==> config.mk <==
export PLATFORM = sky130hd
export DESIGN_NAME = mem_wr_queue_flat
export DESIGN_NICKNAME = d
export VERILOG_FILES = /design/src/rtl/mem_wr_queue_pkg.sv /design/src/rtl/mem_wr_queue_if.sv /design/src/rtl/mem_wr_queue_fwd_match.sv /design/src/rtl/mem_wr_queue.sv /design/src/flat_wrapper.sv
export SDC_FILE = /design/constraint.sdc
export NUM_CORES = 1
export LEC_CHECK = 0
export CELL_PAD_IN_SITES_DETAIL_PLACEMENT = 0
export CELL_PAD_IN_SITES_GLOBAL_PLACEMENT = 1
export CORE_ASPECT_RATIO = 0.8
export CORE_UTILIZATION = 39
export DETAILED_ROUTE_END_ITERATION = 8
export MAX_ROUTING_LAYER = met4
export PLACE_DENSITY_LB_ADDON = 0.1
export SLEW_MARGIN = 15
export SYNTH_ARGS = -nofsm -noshare
export SYNTH_HDL_FRONTEND = slang
export SYNTH_HIERARCHICAL = 1
export SYNTH_SLANG_ARGS = --single-unit
==> constraint.sdc <==
create_clock -name clk -period 9.8 [get_ports clk]
set_clock_uncertainty 0.15 [all_clocks]
set_input_delay 0.98 -clock clk [delete_from_list [all_inputs] [get_ports clk]]
set_output_delay 0.98 -clock clk [all_outputs]
set_load 0.005 [all_outputs]
==> src/rtl/mem_wr_queue_pkg.sv <==
// rtl/mem_wr_queue_pkg.sv - shared sizes and queue entry type for the write queue
package mem_wr_queue_pkg;

    localparam int WIDTH     = 64;
    localparam int DEPTH     = 32;
    localparam int AW        = $clog2(DEPTH);
    localparam int SRCS      = 2;
    localparam int QDEPTH    = 4;
    localparam int LK_PORTS  = 2;
    localparam int WRQ_PTR_W = $clog2(QDEPTH);
    localparam int WRQ_CNT_W = WRQ_PTR_W + 1;

    typedef struct packed {
        logic [AW-1:0]    addr;
        logic [WIDTH-1:0] data;
    } wrq_entry_t;

    // Power-of-two queue depth: truncation to the pointer width is the wrap.
    function automatic logic [WRQ_PTR_W-1:0] ptr_add(input logic [WRQ_PTR_W-1:0] ptr,
                                                     input logic [WRQ_CNT_W-1:0] off);
        return ptr + off[WRQ_PTR_W-1:0];
    endfunction

endpackage

==> src/rtl/mem_wr_queue_if.sv <==
// rtl/mem_wr_queue_if.sv - producer, memory-port and lookup signals of the write queue
interface mem_wr_queue_if;
    import mem_wr_queue_pkg::*;

    logic [SRCS-1:0]                 src_valid;
    logic [SRCS-1:0][AW-1:0]         src_addr;
    logic [SRCS-1:0][WIDTH-1:0]      src_data;
    logic [SRCS-1:0]                 src_ready;
    logic                            wr_stall;
    logic                            mem_we;
    logic [AW-1:0]                   mem_waddr;
    logic [WIDTH-1:0]                mem_wdata;
    logic [LK_PORTS-1:0]             lk_en;
    logic [LK_PORTS-1:0][AW-1:0]     lk_addr;
    logic [LK_PORTS-1:0]             lk_hit;
    logic [LK_PORTS-1:0][WIDTH-1:0]  lk_data;
    logic [WRQ_CNT_W-1:0]            count;

    modport master (
        output src_valid, src_addr, src_data, wr_stall, lk_en, lk_addr,
        input  src_ready, mem_we, mem_waddr, mem_wdata, lk_hit, lk_data, count
    );

    modport slave (
        input  src_valid, src_addr, src_data, wr_stall, lk_en, lk_addr,
        output src_ready, mem_we, mem_waddr, mem_wdata, lk_hit, lk_data, count
    );

endinterface

==> src/rtl/mem_wr_queue_fwd_match.sv <==
// rtl/mem_wr_queue_fwd_match.sv - youngest-match finder for one lookup port (WRQ_FWD_EN only)
`ifdef WRQ_FWD_EN
module wrq_fwd_match
    import mem_wr_queue_pkg::*;
(
    input  wrq_entry_t           entries [QDEPTH],
    input  logic [WRQ_CNT_W-1:0] occ,
    input  logic                 en,
    input  logic [AW-1:0]        addr,
    output logic                 hit,
    output logic [WIDTH-1:0]     data
);

    // entries[0] is the head; scanning upward lets the youngest match win.
    always_comb begin
        hit  = 1'b0;
        data = '0;
        for (int k = 0; k < QDEPTH; k++) begin
            if (en && (WRQ_CNT_W'(k) < occ) && (entries[k].addr == addr)) begin
                hit  = 1'b1;
                data = entries[k].data;
            end
        end
    end

endmodule
`endif

==> src/rtl/mem_wr_queue.sv <==
// rtl/mem_wr_queue.sv - in-order write queue draining one entry per cycle to the memory port
// Optional store-to-load lookup enabled by WRQ_FWD_EN.
module mem_wr_queue
    import mem_wr_queue_pkg::*;
(
    input  logic          clk,
    input  logic          rst,
    mem_wr_queue_if.slave bus
);

    logic [WRQ_PTR_W-1:0] head;
    logic [WRQ_PTR_W-1:0] tail;
    logic [WRQ_CNT_W-1:0] count_q;
    logic [WRQ_CNT_W-1:0] free;
    logic [WRQ_CNT_W-1:0] seen;
    logic [WRQ_CNT_W-1:0] n_acc;
    logic [SRCS-1:0]      ready;
    logic [SRCS-1:0]      accept;
    logic [WRQ_PTR_W-1:0] slot [SRCS];
    logic                 pop;
    wrq_entry_t           q [QDEPTH];

    // Ready depends only on the registered count and lower-index valids,
    // so a pop in the same cycle never opens a slot early.
    always_comb begin
        free  = WRQ_CNT_W'(QDEPTH) - count_q;
        seen  = '0;
        n_acc = '0;
        for (int i = 0; i < SRCS; i++) begin
            ready[i]  = (seen < free);
            accept[i] = bus.src_valid[i] && ready[i];
            slot[i]   = ptr_add(tail, n_acc);
            if (bus.src_valid[i]) seen = seen + WRQ_CNT_W'(1);
            if (accept[i]) n_acc = n_acc + WRQ_CNT_W'(1);
        end
    end

    assign pop = (count_q != '0) && !bus.wr_stall;

    always_ff @(posedge clk or posedge rst) begin
        if (rst) begin
            head    <= '0;
            tail    <= '0;
            count_q <= '0;
            for (int k = 0; k < QDEPTH; k++) q[k] <= '0;
        end else begin
            for (int i = 0; i < SRCS; i++) begin
                if (accept[i]) q[slot[i]] <= '{addr: bus.src_addr[i], data: bus.src_data[i]};
            end
            tail <= ptr_add(tail, n_acc);
            if (pop) head <= head + WRQ_PTR_W'(1);
            count_q <= count_q + n_acc - WRQ_CNT_W'(pop);
        end
    end

    assign bus.src_ready = ready;
    assign bus.mem_we    = pop;
    assign bus.mem_waddr = q[head].addr;
    assign bus.mem_wdata = q[head].data;
    assign bus.count     = count_q;

`ifdef WRQ_FWD_EN
    wrq_entry_t                     aged [QDEPTH];
    logic [LK_PORTS-1:0]            lk_hit_w;
    logic [LK_PORTS-1:0][WIDTH-1:0] lk_data_w;

    always_comb begin
        for (int k = 0; k < QDEPTH; k++) aged[k] = q[head + WRQ_PTR_W'(k)];
    end

    for (genvar p = 0; p < LK_PORTS; p++) begin : g_lk
        wrq_fwd_match u_match (
            .entries (aged),
            .occ     (count_q),
            .en      (bus.lk_en[p]),
            .addr    (bus.lk_addr[p]),
            .hit     (lk_hit_w[p]),
            .data    (lk_data_w[p])
        );
    end

    assign bus.lk_hit  = lk_hit_w;
    assign bus.lk_data = lk_data_w;
`else
    logic unused_lk;
    assign unused_lk   = ^{bus.lk_en, bus.lk_addr};
    assign bus.lk_hit  = '0;
    assign bus.lk_data = '0;
`endif

endmodule

==> src/flat_wrapper.sv <==
// flat-port wrapper written by rule: the top's interface ports become plain ports
module mem_wr_queue_flat import mem_wr_queue_pkg::*;
  (clk, rst, bus_src_valid, bus_src_addr, bus_src_data, bus_wr_stall, bus_lk_en, bus_lk_addr, bus_src_ready, bus_mem_we, bus_mem_waddr, bus_mem_wdata, bus_lk_hit, bus_lk_data, bus_count);
  mem_wr_queue_if bus_i ();
  input  logic clk;
  input  logic rst;
  input wire logic [$bits(bus_i.src_valid)-1:0] bus_src_valid;
  input wire logic [$bits(bus_i.src_addr)-1:0] bus_src_addr;
  input wire logic [$bits(bus_i.src_data)-1:0] bus_src_data;
  input wire logic [$bits(bus_i.wr_stall)-1:0] bus_wr_stall;
  input wire logic [$bits(bus_i.lk_en)-1:0] bus_lk_en;
  input wire logic [$bits(bus_i.lk_addr)-1:0] bus_lk_addr;
  output wire logic [$bits(bus_i.src_ready)-1:0] bus_src_ready;
  output wire logic [$bits(bus_i.mem_we)-1:0] bus_mem_we;
  output wire logic [$bits(bus_i.mem_waddr)-1:0] bus_mem_waddr;
  output wire logic [$bits(bus_i.mem_wdata)-1:0] bus_mem_wdata;
  output wire logic [$bits(bus_i.lk_hit)-1:0] bus_lk_hit;
  output wire logic [$bits(bus_i.lk_data)-1:0] bus_lk_data;
  output wire logic [$bits(bus_i.count)-1:0] bus_count;
  assign bus_i.src_valid = bus_src_valid;
  assign bus_i.src_addr = bus_src_addr;
  assign bus_i.src_data = bus_src_data;
  assign bus_i.wr_stall = bus_wr_stall;
  assign bus_i.lk_en = bus_lk_en;
  assign bus_i.lk_addr = bus_lk_addr;
  assign bus_src_ready = bus_i.src_ready;
  assign bus_mem_we = bus_i.mem_we;
  assign bus_mem_waddr = bus_i.mem_waddr;
  assign bus_mem_wdata = bus_i.mem_wdata;
  assign bus_lk_hit = bus_i.lk_hit;
  assign bus_lk_data = bus_i.lk_data;
  assign bus_count = bus_i.count;
  mem_wr_queue u_core (.clk(clk), .rst(rst), .bus(bus_i));
endmodule
Word-level counts from Yosys, hierarchy flattened
Cells that the tools add are included.

Output and inout bits: 205. Bits in registers: 283. Logic and storage cells: 49.

Mux-type cells: 14. $add $sub $neg: 7. Bitwise gates (word level): 3. Reduce and logical (&&, ||, !) cells: 7. $lt $le $gt $ge: 7.

Operators by type and width (count): bitwise mux 276 bit (2); two-way mux 276 bit (2); demux 69 bit (select 2 bit) (2); two-way mux 69 bit (4); binary-select mux 69 bit (select 2 bit) (1); greater-or-equal comparator 3 bit (second input constant) (3); NOT 2 -> 3 bit (3); < comparator 3 x 1 -> 1 bit (second input constant) (2); logical AND 1 bit (5); adder 3 bit (1); < comparator 1 x 3 -> 1 bit (1); < comparator 1 x 3 -> 1 bit (first input constant) (1); two-way mux 3 bit (1); nonzero test 3 bit (1); subtractor 3 x 1 -> 3 bit (1); subtractor 3 bit (first input constant) (1); adder 1 x 1 -> 2 bit (second input constant) (1); adder 2 x 1 -> 2 bit (1); adder 2 x 1 -> 2 bit (second input constant) (1); adder 2 bit (1); two-way mux 1 bit (2); zero test 1 bit (1).

Depth between registers and ports, before layout
Depth after elaboration: 12. Mapped depth: 16. Depth with buffers taken out: 13.

Worst setup path before layout
OpenSTA, ideal clock, no wires.

Kind: register to register. Start point: register u_core.count_q[0], in the netlist u_core/bus.count[0]. End point: register u_core.count_q[2], in the netlist u_core/bus.count[2]. Buffers on the path: 3. Slack: 6.068 ns. Stages on the path, launching flop included: 17. Arrival: 3.459 ns. Library setup time: 0.123 ns. Path through: dfrtp_1 -> inv_1 -> ha_1 -> ha_1 -> nor2b_1 -> clkbuf_1 -> clkbuf_1 -> clkbuf_1 -> nand2_1 -> and2_1 -> ha_1 -> inv_1 -> ha_1 -> inv_1 -> ha_1 -> fa_1 -> xnor2_1.

Elaborated cells on any way between the ends: 12. Those cells by class: add/sub: 4; order compare: 2; mux: 2; reduce/logical: 4.

RTL lines: start: declaration (RTL line mem_wr_queue.sv:13) `logic [WRQ_CNT_W-1:0] count_q;`; start signal: assignment (RTL line mem_wr_queue.sv:52) `count_q <= count_q + n_acc - WRQ_CNT_W'(pop);`; subtractor 3 bit (RTL line mem_wr_queue.sv:26) `free = WRQ_CNT_W'(QDEPTH) - count_q;`; < comparator 1 x 3 -> 1 bit (RTL line mem_wr_queue.sv:30) `ready[i] = (seen < free);`; net bus_src_ready[1] (RTL line flat_wrapper.sv:13) `output wire logic [$bits(bus_i.src_ready)-1:0] bus_src_ready;`; logical AND 1 bit (RTL line mem_wr_queue.sv:31) `accept[i] = bus.src_valid[i] && ready[i];`; two-way mux 3 bit (RTL line mem_wr_queue.sv:34) `if (accept[i]) n_acc = n_acc + WRQ_CNT_W'(1);`; adder 3 bit (RTL line mem_wr_queue.sv:52); subtractor 3 x 1 -> 3 bit (RTL line mem_wr_queue.sv:52).

The timed path passes the listed nets, and every way through them passes these cells. A chain may end at the register's enable or synchronous reset.

Worst setup path after layout
Start point: register u_core.count_q[0], in the netlist u_core/bus.count[0]. End point: register u_core/q[208] (netlist bit).

Longest elaborated chain between the ends: 12. Elaborated cells on any way between the ends: 16. Those cells by class: add/sub: 2; order compare: 4; mux: 6; bitwise: 1; reduce/logical: 3.

RTL lines: subtractor 3 bit * (RTL line mem_wr_queue.sv:26); < comparator 1 x 3 -> 1 bit (RTL line mem_wr_queue.sv:30); logical AND 1 bit (RTL line mem_wr_queue.sv:31); two-way mux 1 bit (RTL line mem_wr_queue.sv:34); adder 2 x 1 -> 2 bit (RTL line mem_wr_queue_pkg.sv:21) `return ptr + off[WRQ_PTR_W-1:0];`; NOT 2 -> 3 bit (not written as such) (RTL line mem_wr_queue.sv:48) `if (accept[i]) q[slot[i]] <= '{addr: bus.src_addr[i], data: bus.src_data[i]};`; greater-or-equal comparator 3 bit (not written as such) / < comparator 3 x 1 -> 1 bit (equally long branches) (RTL line mem_wr_queue.sv:48); logical AND 1 bit (not written as such) (RTL line mem_wr_queue.sv:48); two-way mux 69 bit (not written as such) (RTL line mem_wr_queue.sv:48); demux 69 bit (select 2 bit) (RTL line mem_wr_queue.sv:48); bitwise mux 276 bit (RTL line mem_wr_queue.sv:48); two-way mux 276 bit * (RTL line mem_wr_queue.sv:48); end signal: indexed assignment (RTL line mem_wr_queue.sv:48); end: declaration (RTL line mem_wr_queue.sv:21) `wrq_entry_t q [QDEPTH];`.

Every way passes the cells marked *; elsewhere a longest branch is shown, timed or not.

==> results.sh <==
export IMPL_total_power_mw=9.180
export IMPL_first_iter_violations=2143
export IMPL_cts_htree_levels=2
export IMPL_critPathCaptureType="register"
export IMPL_core_area_um2=50140
export IMPL_die_width_um=255.2
export IMPL_synth_edf_count=0
export IMPL_antenna_left=0
export IMPL_die_y_um=204.6
export IMPL_clk_path_buf_depth=3
export IMPL_design_portCount=360
export IMPL_synth_top_flop_cell="dfrtp_1"
export IMPL_place_congestion=0.7688
export IMPL_reg2reg_depth=11
export IMPL_nets=2150
export IMPL_hold_viol_final=0
export IMPL_pwr_share_seq_pct=25.3
export IMPL_clkLatencyLatePin_ps=550
export IMPL_overflow=0
export IMPL_period_minus_slack_ps=5557
export IMPL_register_area_um2=7093
export IMPL_rsz0062_at_grt="false"
export IMPL_crit_path_start_kind="register"
export IMPL_yosys_area_top_type_share_pct=35.39
export IMPL_min_to="u_core/q[68]$_DFF_PP0_"
export IMPL_hpwl_mm=37.19
export IMPL_synth_cells=2044
export IMPL_multi_input_area_um2=11150
export IMPL_dr_total_vias=18870
export IMPL_synthTopCellsByCount="clkbuf_1, dfrtp_1, a2111oi_0, a31oi_1, o31ai_1"
export IMPL_synth_area_leader_cell="dfrtp_1"
export IMPL_via_per_inst=7.003
export IMPL_ir_drop_mv=0.2783
export IMPL_critPathMaxFanout=102
export IMPL_cts_tree="done"
export IMPL_switching_share_pct=49.06
export IMPL_max_slew_margin_rel_pct=9.126
export IMPL_hold_path_cell_count=2
export IMPL_r2r_slack_ps=4240
export IMPL_yosysWarnings=6
export IMPL_drv_cap=0
export IMPL_p_switching_mw=4.504
export IMPL_cts_buffers=37
export IMPL_synthArstFlopShare_pct=100.0
export IMPL_ys_types=26
export IMPL_dieArea_um2=52220
export IMPL_yosysSeqAreaShare_pct=35.39
export IMPL_port_buffer_count=217
export IMPL_pwr_share_comb_pct=60.2
export IMPL_num_fill_cells=4699
export IMPL_drtPass1Iterations=5
export IMPL_grt_pass1_wl_mm=114.9
export IMPL_min_path_type="reg2reg"
export IMPL_yosysMostFrequentCell="clkbuf_1"
export IMPL_hold_start="u_core/q[68]$_DFF_PP0_"
export IMPL_worstSetupPathType="reg2reg"
export IMPL_fin_crit_sh_pct=56.71
export IMPL_grt_max_degree=232
export IMPL_start_util_pct=39.90
export IMPL_wire_per_inst_um=27.89
export IMPL_p_leak_nw=7.510
export IMPL_drc_errors=0
export IMPL_crit_required_ps=10030
export IMPL_r2r_end="u_core/q[208]$_DFF_PP0_"
export IMPL_rr_startpoint="u_core/bus.count[0]$_DFF_PP0_"
export IMPL_antenna_found_initial=9
export IMPL_routed_wl_mm=75.18
export IMPL_cts_root_buf="clkbuf_16"
export IMPL_p_per_area_nw_per_um2=403.0
export IMPL_clockPowerShare_pct=14.5
export IMPL_finalSetupTns_ps=0
export IMPL_grt_pass1_vias=18210
export IMPL_ys_seq_elements=283
export IMPL_status="finished, final reports clean"
export IMPL_finalSetupViolations=0
export IMPL_arrival_ps=5790
export IMPL_clk_pin_slew_ps=60
export IMPL_startpoint="u_core/bus.count[0]$_DFF_PP0_"
export IMPL_rows=73
export IMPL_track_usage_pct=29.00
export IMPL_slew_viol_final=0
export IMPL_fmax_mhz=179.9
export IMPL_synthesis_area_um2=20010
export IMPL_syn_avg_cell_area_um2=9.789
export IMPL_tightest_slew_ps=1363
export IMPL_ys_top_cells_by_area="dfrtp_1, a2111oi_0, o31ai_1"
export IMPL_cts_resized=0
export IMPL_ctsHoldBuffers=0
export IMPL_areaGrowthSynthToFinish_pct=13.83
export IMPL_postCtsSetupRepairBufs=0
export IMPL_drive_above_1_share_pct=14.22
export IMPL_internal_power_mw=4.676
export IMPL_cts_sinks=283
-- worst max-delay path by stage --
stage,endpoint,slack [ps],cells after the start
2_1_floorplan,u_core/bus.count[0]$_DFF_PP0_,860,1
3_3_place_gp,u_core/q[274]$_DFF_PP0_,4320,6
3_5_place_dp,u_core/q[242]$_DFF_PP0_,4310,11
4_1_cts,u_core/q[252]$_DFF_PP0_,4290,11
5_1_grt,u_core/q[261]$_DFF_PP0_,4070,11
6_report,u_core/q[208]$_DFF_PP0_,4240,11
-- metrics by stage --
step	area, µm²	worst slack (ps)	util (%)	instances	hold WS (ps)
2_1_floorplan	20490	862.8	-	2173	369.4
3_3_place_gp	21580	4317	43.04	2621	387.5
3_5_place_dp	21580	4310	43.04	2621	389.7
4_1_cts	22730	4292	45.34	2685	397.5
5_1_grt	22770	4072	45.42	2694	415.8
6_report	22780	4243	45.42	2695	404.2
-- sequential cells by signal (all words and copies together) (netlist names) --
name,flops
u_core/bus.count,3
u_core/head,2
u_core/q,276
u_core/tail,2
-- cells in the final DEF, fill, tap and decap left out, types with 3 or more instances in the layout --
cell,instances
a2111oi_0,276
dfrtp_4,3
clkbuf_1,8
dfrtp_1,280
conb_1,130
buf_4,26
or3_1,138
buf_12,5
clkdlybuf4s50_1,217
or4b_1,26
ha_1,8
or4b_2,112
clkinv_2,9
xnor2_1,5
o31ai_1,276
mux4_2,69
inv_1,9
nand2b_4,3
a31oi_1,276
diode_2,9
clkbuf_16,39
clkbuf_8,6
nand2_1,71
a211o_2,4
-- final cells by class --
class	instances	share of cell area, %
multi-input cells	1405	48.94
flip-flops and latches	283	31.14
repair buffers	248	10.83
clock buffers	53	4.779
well taps	675	3.708
clock inverters	11	0.2692
inverters	11	0.2252
diodes	9	0.09888
-- logic make-up after synthesis --
logic type / Yosys count / synth area share (%)
fa+ha+maj: 9 / 0.6004
other cells: 1 / 0.01874
flops: 283 / 35.39
simple gates: 357 / 12.89
compound gates: 832 / 31.24
buf+inv: 485 / 11.73
mux: 69 / 7.767
xor+xnor: 8 / 0.3502
-- critical path, cell delays in order, from the launching register on --
cell      delay, ps
dfrtp_1         500
inv_1            80
ha_1            210
ha_1            300
nor3b_4         170
buf_4           800
nor2b_1         160
ha_1            440
nand2b_4        680
a211o_2         970
buf_4           680
a31oi_1         190
-- power groups by stage --
stage               Clock, mW  Combinational (mW)  Sequential, mW
finish                   1.33                5.53            2.32
global route             1.40                5.92            2.39
CTS                      1.36                5.44            2.31
detailed placement          0                5.43            2.32
global placement            0                5.34            2.31
floorplan                   0                3.66            2.06
-- per-layer routing --
metal / wire length [µm] / vias to the layer above / track usage (%) / share of wire [%]
met2: 33980 / 910 / 41.32 / 45
met1: 33470 / 9725 / 41.28 / 45
met4: 1466 / 0 / 8.362 / 2.0
met5: 0 / - / - / 0
li1: - / 8125 / - / -
met3: 6266 / 113 / 5.934 / 8.3
Power figures use the tool's default switching activity.
